[config.mk]
export PLATFORM = sky130hd
export DESIGN_NAME = sequenciador_decodificador
export DESIGN_NICKNAME = d
export VERILOG_FILES = /design/src/rtl/decodificador_pkg.sv /design/src/rtl/fifo_simbolos.sv /design/src/rtl/sequenciador_decodificador.sv
export SDC_FILE = /design/constraint.sdc
export NUM_CORES = 1
export LEC_CHECK = 0
export ABC_AREA = 1
export BUFFER_PORTS_ARGS = -buffer_cell sky130_fd_sc_hd__buf_2
export CAP_MARGIN = 40
export CORE_MARGIN = 3
export CORE_UTILIZATION = 37
export DETAILED_ROUTE_END_ITERATION = 12
export GPL_TIMING_DRIVEN = 0
export MAX_ROUTING_LAYER = met4
export PLACE_DENSITY_LB_ADDON = 0.25
export SLEW_MARGIN = 20
export SYNTH_ARGS = -nofsm -noshare
export SYNTH_HDL_FRONTEND = slang
export SYNTH_SLANG_ARGS = --single-unit
export TNS_END_PERCENT = 5
[constraint.sdc]
create_clock -name clk -period 4.7 [get_ports clk]
set_input_delay 0.235 -clock clk [delete_from_list [all_inputs] [get_ports clk]]
set_output_delay 0.235 -clock clk [all_outputs]
set_load 0.02 [all_outputs]
[src/rtl/decodificador_pkg.sv]
// rtl/decodificador_pkg.sv - shared FSM states, decoder state codes and symbol codes
package decodificador_pkg;

  typedef enum logic [2:0] {
    OCIOSO,
    APRESENTA,
    ESPERA,
    AVALIA,
    SUCESSO,
    FALHA,
    LIMPA
  } estado_e;

  localparam logic [3:0] OK_STATE  = 4'b1001;
  localparam logic [3:0] ERR_STATE = 4'b1000;

  localparam logic [6:0] C1 = 7'h11;
  localparam logic [6:0] C2 = 7'h22;
  localparam logic [6:0] C3 = 7'h33;
  localparam logic [6:0] C4 = 7'h44;
  localparam logic [6:0] C5 = 7'h55;
  localparam logic [6:0] C6 = 7'h66;

endpackage

[src/rtl/fifo_simbolos.sv]
// rtl/fifo_simbolos.sv - symbol FIFO with flush; flush wins over push and pop
module fifo_simbolos #(
  parameter int DEPTH = 4,
  parameter int WIDTH = 7
) (
  input  logic                     clk,
  input  logic                     Reset,
  input  logic                     push,
  input  logic                     pop,
  input  logic                     flush,
  input  logic [WIDTH-1:0]         data_in,
  output logic [WIDTH-1:0]         data_out,
  output logic [$clog2(DEPTH):0]   count,
  output logic                     full,
  output logic                     empty
);

  localparam int AW = $clog2(DEPTH);
  localparam logic [AW:0] FULL_CNT = (AW+1)'(DEPTH);

  logic [WIDTH-1:0] mem_q [DEPTH];
  logic [WIDTH-1:0] mem_d [DEPTH];
  logic [AW-1:0]    wr_q, wr_d, rd_q, rd_d;
  logic [AW:0]      count_q, count_d;
  logic             do_push, do_pop;

  assign full     = (count_q == FULL_CNT);
  assign empty    = (count_q == '0);
  assign count    = count_q;
  assign data_out = mem_q[rd_q];

  always_comb begin
    do_push = push && !full && !flush;
    do_pop  = pop && !empty && !flush;
    mem_d   = mem_q;
    wr_d    = wr_q;
    rd_d    = rd_q;
    count_d = count_q;
    if (flush) begin
      wr_d    = '0;
      rd_d    = '0;
      count_d = '0;
    end else begin
      if (do_push) begin
        mem_d[wr_q] = data_in;
        wr_d        = wr_q + AW'(1);
      end
      if (do_pop) begin
        rd_d = rd_q + AW'(1);
      end
      case ({do_push, do_pop})
        2'b10:   count_d = count_q + (AW+1)'(1);
        2'b01:   count_d = count_q - (AW+1)'(1);
        default: count_d = count_q;
      endcase
    end
  end

  always_ff @(posedge clk or negedge Reset) begin
    if (!Reset) begin
      mem_q   <= '{default: '0};
      wr_q    <= '0;
      rd_q    <= '0;
      count_q <= '0;
    end else begin
      mem_q   <= mem_d;
      wr_q    <= wr_d;
      rd_q    <= rd_d;
      count_q <= count_d;
    end
  end

endmodule

[src/rtl/sequenciador_decodificador.sv]
// rtl/sequenciador_decodificador.sv - feeds buffered symbols to the sequence decoder and reports the verdict
module sequenciador_decodificador #(
  parameter int         DEPTH          = 4,
  parameter int         STEP_WAIT      = 2,
  parameter int         SEQ_LEN        = 4,
  parameter int         TIMEOUT_CYCLES = 1000,
  parameter logic [3:0] OK_STATE       = decodificador_pkg::OK_STATE,
  parameter logic [3:0] ERR_STATE      = decodificador_pkg::ERR_STATE
) (
  input  logic                   clk,
  input  logic                   Reset,
  input  logic                   in_valid,
  input  logic [6:0]             in_data,
  output logic                   in_ready,
  output logic [6:0]             dec_entrada,
  output logic                   dec_controle,
  output logic                   dec_reset,
  input  logic [3:0]             dec_saida,
  output logic                   desbloqueado,
  output logic                   erro,
  output logic                   ocupado,
  output logic [$clog2(DEPTH):0] fifo_count
);

  import decodificador_pkg::*;

  localparam int TW = $clog2(TIMEOUT_CYCLES);
  localparam int SW = $clog2(SEQ_LEN + 1);
  localparam int WW = $clog2(STEP_WAIT + 1);
  localparam logic [TW-1:0] TMO_LAST  = TW'(TIMEOUT_CYCLES - 1);
  localparam logic [SW-1:0] SYM_LAST  = SW'(SEQ_LEN - 1);
  localparam logic [WW-1:0] WAIT_LOAD = WW'(STEP_WAIT - 1);

  estado_e       state_q, state_d;
  logic [TW-1:0] tmo_q, tmo_d, tmo_inc;
  logic [SW-1:0] sym_q, sym_d;
  logic [WW-1:0] wait_q, wait_d;
  logic [6:0]    entrada_q, entrada_d;
  logic          controle_q, controle_d;
  logic          dreset_q, dreset_d;
  logic          desbl_q, desbl_d;
  logic          erro_q, erro_d;
  logic          ativo_q;

  logic       fifo_push, fifo_pop, fifo_flush, fifo_full, fifo_empty;
  logic [6:0] fifo_out;

  // ativo_q keeps the handshake and busy flag quiet until the first edge after reset
  assign in_ready   = ativo_q && !fifo_full && (state_q != FALHA);
  assign ocupado    = ativo_q && ((state_q != OCIOSO) || !fifo_empty);
  assign fifo_push  = in_valid && in_ready;
  assign fifo_pop   = (state_q == OCIOSO) && !fifo_empty;
  assign fifo_flush = (state_q == FALHA);
  assign tmo_inc    = tmo_q + TW'(1);

  assign dec_entrada  = entrada_q;
  assign dec_controle = controle_q;
  assign dec_reset    = dreset_q;
  assign desbloqueado = desbl_q;
  assign erro         = erro_q;

  fifo_simbolos #(
    .DEPTH(DEPTH),
    .WIDTH(7)
  ) u_fifo (
    .clk     (clk),
    .Reset   (Reset),
    .push    (fifo_push),
    .pop     (fifo_pop),
    .flush   (fifo_flush),
    .data_in (in_data),
    .data_out(fifo_out),
    .count   (fifo_count),
    .full    (fifo_full),
    .empty   (fifo_empty)
  );

  always_ff @(posedge clk or negedge Reset) begin
    if (!Reset) begin
      state_q <= LIMPA;
    end else begin
      state_q <= state_d;
    end
  end

  always_comb begin
    state_d = state_q;
    case (state_q)
      OCIOSO: begin
        if (!fifo_empty) begin
          state_d = APRESENTA;
        end else if ((sym_q != '0) && (tmo_inc == TMO_LAST)) begin
          state_d = FALHA;
        end
      end
      APRESENTA: state_d = ESPERA;
      ESPERA:    if (wait_q == '0) state_d = AVALIA;
      AVALIA: begin
        if (dec_saida == OK_STATE) begin
          state_d = SUCESSO;
        end else if (dec_saida == ERR_STATE) begin
          state_d = FALHA;
        end else if (sym_q == SYM_LAST) begin
          state_d = FALHA;
        end else begin
          state_d = OCIOSO;
        end
      end
      SUCESSO:  state_d = LIMPA;
      FALHA:    state_d = LIMPA;
      LIMPA:    state_d = OCIOSO;
      default:  state_d = LIMPA;
    endcase
  end

  always_comb begin
    tmo_d      = tmo_q;
    sym_d      = sym_q;
    wait_d     = wait_q;
    entrada_d  = entrada_q;
    controle_d = 1'b0;
    dreset_d   = 1'b0;
    desbl_d    = 1'b0;
    erro_d     = 1'b0;
    case (state_q)
      OCIOSO: begin
        if (!fifo_empty) begin
          entrada_d  = fifo_out;
          controle_d = 1'b1;
          tmo_d      = '0;
        end else if (sym_q != '0) begin
          tmo_d = tmo_inc;
        end
      end
      APRESENTA: wait_d = WAIT_LOAD;
      ESPERA:    if (wait_q != '0) wait_d = wait_q - WW'(1);
      AVALIA: begin
        if ((dec_saida != OK_STATE) && (dec_saida != ERR_STATE) && (sym_q != SYM_LAST)) begin
          sym_d = sym_q + SW'(1);
        end
      end
      SUCESSO: desbl_d = 1'b1;
      FALHA:   erro_d  = 1'b1;
      LIMPA: begin
        dreset_d = 1'b1;
        sym_d    = '0;
        tmo_d    = '0;
      end
      default: ;
    endcase
  end

  always_ff @(posedge clk or negedge Reset) begin
    if (!Reset) begin
      tmo_q      <= '0;
      sym_q      <= '0;
      wait_q     <= '0;
      entrada_q  <= '0;
      controle_q <= 1'b0;
      dreset_q   <= 1'b0;
      desbl_q    <= 1'b0;
      erro_q     <= 1'b0;
      ativo_q    <= 1'b0;
    end else begin
      tmo_q      <= tmo_d;
      sym_q      <= sym_d;
      wait_q     <= wait_d;
      entrada_q  <= entrada_d;
      controle_q <= controle_d;
      dreset_q   <= dreset_d;
      desbl_q    <= desbl_d;
      erro_q     <= erro_d;
      ativo_q    <= 1'b1;
    end
  end

endmodule

==> results.md <==
- Mapped Nets: 417
- # resized after CTS: 0
- DIE WIDTH: 99.84 microns
- Placed Cells incl. Taps: 527
- Nets@finish: 459
- Final number of hold-violating endpoints: 0
- Synth top cells by count: 88 x nand2_1, 63 x dfrtp_1, 51 x inv_1
- Post-synthesis sequential area ratio: 0.5000
- Setup TNS: 0 ps
- Hold endpoint: u_fifo.mem_q[1]$_DFFE_PN0P_
- Vias in the first global route: ~2600
- GR Util All Layers: 0.1546
- Final Max Tran Viols: 0
- Tcrit/Tclk final: 0.4851
- Combinational share of power: 0.406
- Top-area cell type share of the netlist area: 0.4839
- Cell with the most instances after synthesis: nand2_1
- N_diodes: 0
- Syn Area/Cell: 8.312 sq um
- Count of state elements after synthesis: 65
- Iter 0 DRT Violations: 106
- Total power: 2.316 mW
- Clock-pin slew on the worst setup and hold paths: 80 ps
- Mapped Area: 3258 sq um
- Final setup vio count: 0
- EDFF count, synth: 0
- Sink Count: 65
- Crit end category: register
- Largest net degree at the start of global routing: 53
- P_int: 1.349 mW
- Max-cap violation count: 0
- Reg2reg start: state_q[1]$_DFFE_PN1P_
- TritonCTS Buffers: 9
- Critical path class: reg -> reg
- Core Area: about 8400 sq um
- Leak: roughly 1.8 nW
- Routed Antenna Nets: 0
- Die ar.: 9968 sq um
- Post-synthesis cell count: 392
- I/O pins: 30
- Status: complete, no violations
- Via Count: ~2600
- WL/cell: 12.63 microns
- Fmax: 438.6 MHz
- Total gr overflow: 0
- Layout Cells excl Fill: 544
- # H-tree levels: 3
- First-pass GRT wire length: 12030 microns
- DP HPWL: 5153 microns
- Fraction of layout cells with a size suffix above 1: 0.1640
- Cells on Worst Hold Path: 3
- Setup Fix Bufs, Post-CTS: 0
- Hold path start: in_data[1]
- Buffers on Ports: 29
- Max Root-Sink Buffers: 2
- Synth area leader: dfrtp_1
- Via density: 4.794
- R2R setup slack: 2420 ps
- Most used DFF post-synth: dfrtp_1
- Switching Fraction: 0.4176
- Initial antenna violation count: 0
- Pre-Repair DR Iteration Count: 4
- Reg power frac: 0.393
- Worst Setup Start Kind: register
- Synth top area cells: dfrtp_1 48%, nand2_1 10%, o21ai_0 7.2%, inv_1 5.9%, ha_1 3.8%
- Worst Hold Class: in -> reg
- Critical Path RT: 4970 ps
- Synth cell types: 37
- Die height: ~100 microns
- WHS: 159.8 ps
- Cts hold-fix bufs: 1
- Area growth from synthesis to layout: 15.71%
- Initial Util: 0.3887
- Worst skew pair latency: roughly 340 ps
- DRC violations left: 0
- RePlAce Congestion: 0.7761
- Power share of the clock group: 0.202
- Net Switching: 967.0 uW
- CTS Root Cell: clkbuf_8
- Crit path max fanout: 10
- Drt total wl: 6873 microns
- Crit path from: state_q[1]$_DFFE_PN1P_
- Pwr dens: around 610 nW/um^2
- Row count: 33
- Yosys warnings: 0
- FF-to-FF End: u_fifo.count[2]$_DFFE_PN0P_
- Finished layout cell area: about 3800 sq um
- RSZ-0062 raised after global routing: false
- Final Critical Period: between 2000 and 2500 ps
- Worst Skew: 11.28 ps
- Maximum vdd ir drop: 0.2100 mV
- TritonCTS clock tree: done
- Crit path arrival time: 2550 ps
- Async S/R FF share, synth: 1.000
- Dpl cell area: around 3600 sq um
- Worst r2r path cells: 13
worst max-delay path, stage by stage, from the launching register on:
cell     delay [ps]
dfstp_2         540
inv_2            60
nand2_2          90
nor2_4           50
nor3_4          210
nand2_4          90
buf_6           160
nand2_4          80
inv_1            50
fa_1            370
xnor2_1         220
xor2_1          160
nand2_1          70
nand2_1          60
metrics by stage:
step,util,worst slack [ps]
floorplan,-,2446
global placement,0.4217,2510
detailed placement,0.4253,2454
CTS,0.4498,2428
global route,0.4498,2254
finish,0.4498,2420
logic make-up after synthesis:
group / synth area share
compound gates: 0.1517
other cells: 0.001151
xor+xnor: 0.005377
buf+inv: 0.08026
fa+ha+maj: 0.04455
flops: 0.5000
simple gates: 0.2170
sequential cells by signal, summed over array words and instances, names as in the netlist, 2 cells and up:
signal and cells:
dec_entrada 7, state_q 3, sym_q 3, tmo_q 10, u_fifo.count 3, u_fifo.mem_q 28, u_fifo.rd_q 2, u_fifo.wr_q 2
wait_q 2
power groups by stage:
stage               registers, mW  logic (mW)  clock network [mW]
global placement            0.911       0.921                   0
global route                0.938        1.09               0.504
finish                      0.909       0.939               0.468
CTS                         0.911       0.953               0.483
floorplan                   0.950       0.645                   0
detailed placement          0.923       0.947                   0
worst max-delay path by stage:
stage	depth (start not counted)	to	slack (ps)
2_1_floorplan	13	u_fifo.count[2]$_DFFE_PN0P_	2450
3_3_place_gp	13	u_fifo.count[2]$_DFFE_PN0P_	2510
3_5_place_dp	13	u_fifo.count[2]$_DFFE_PN0P_	2450
4_1_cts	13	u_fifo.count[2]$_DFFE_PN0P_	2430
5_1_grt	13	u_fifo.count[2]$_DFFE_PN0P_	2250
6_report	13	u_fifo.count[2]$_DFFE_PN0P_	2420
layout make-up:
cell class / count / area [sq um]
plain buffers: 8 / 45.04
clock buffers: 9 / 123.9
clock inverters: 7 / 71.32
fillers: 853 / 4612
inverters: 57 / 216.5
multi-input cells: 262 / 1368
flip-flops and latches: 65 / 1629
well taps: 105 / 131.4
repair buffers: 31 / 185.2
metal layers:
layer  share of wire  global-route usage
met1            0.48              0.1901
met2            0.46              0.2432
met3           0.032             0.03753
met4           0.022             0.06618
met5               0                   -
layout by cell type, fill, tap and decap left out, types with 2 or more instances in the layout:
cell type   Yosys  final
o21bai_1        3      3
o21ai_0        47     47
dfstp_2         2      2
buf_2           3     31
clkbuf_8        0      9
o21ai_1        11     11
nand4_1         3      3
nor2_2          2      2
nand2_4         2      2
inv_2           4      4
nor2_1         26     26
ha_1           10     10
nand2_2         3      3
o22ai_1         3      3
nand3_1        18     18
nand2_1        88     88
dfrtp_1        63     63
nor3_1          4      4
inv_1          51     51
clkinvlp_4      0      3
clkbuf_1        3      3
buf_4           1      2
clkinv_2        0      2
nor2_4          5      5
a21oi_1        18     18
a31oi_1         8      8
Power figures use the tool's default switching activity.
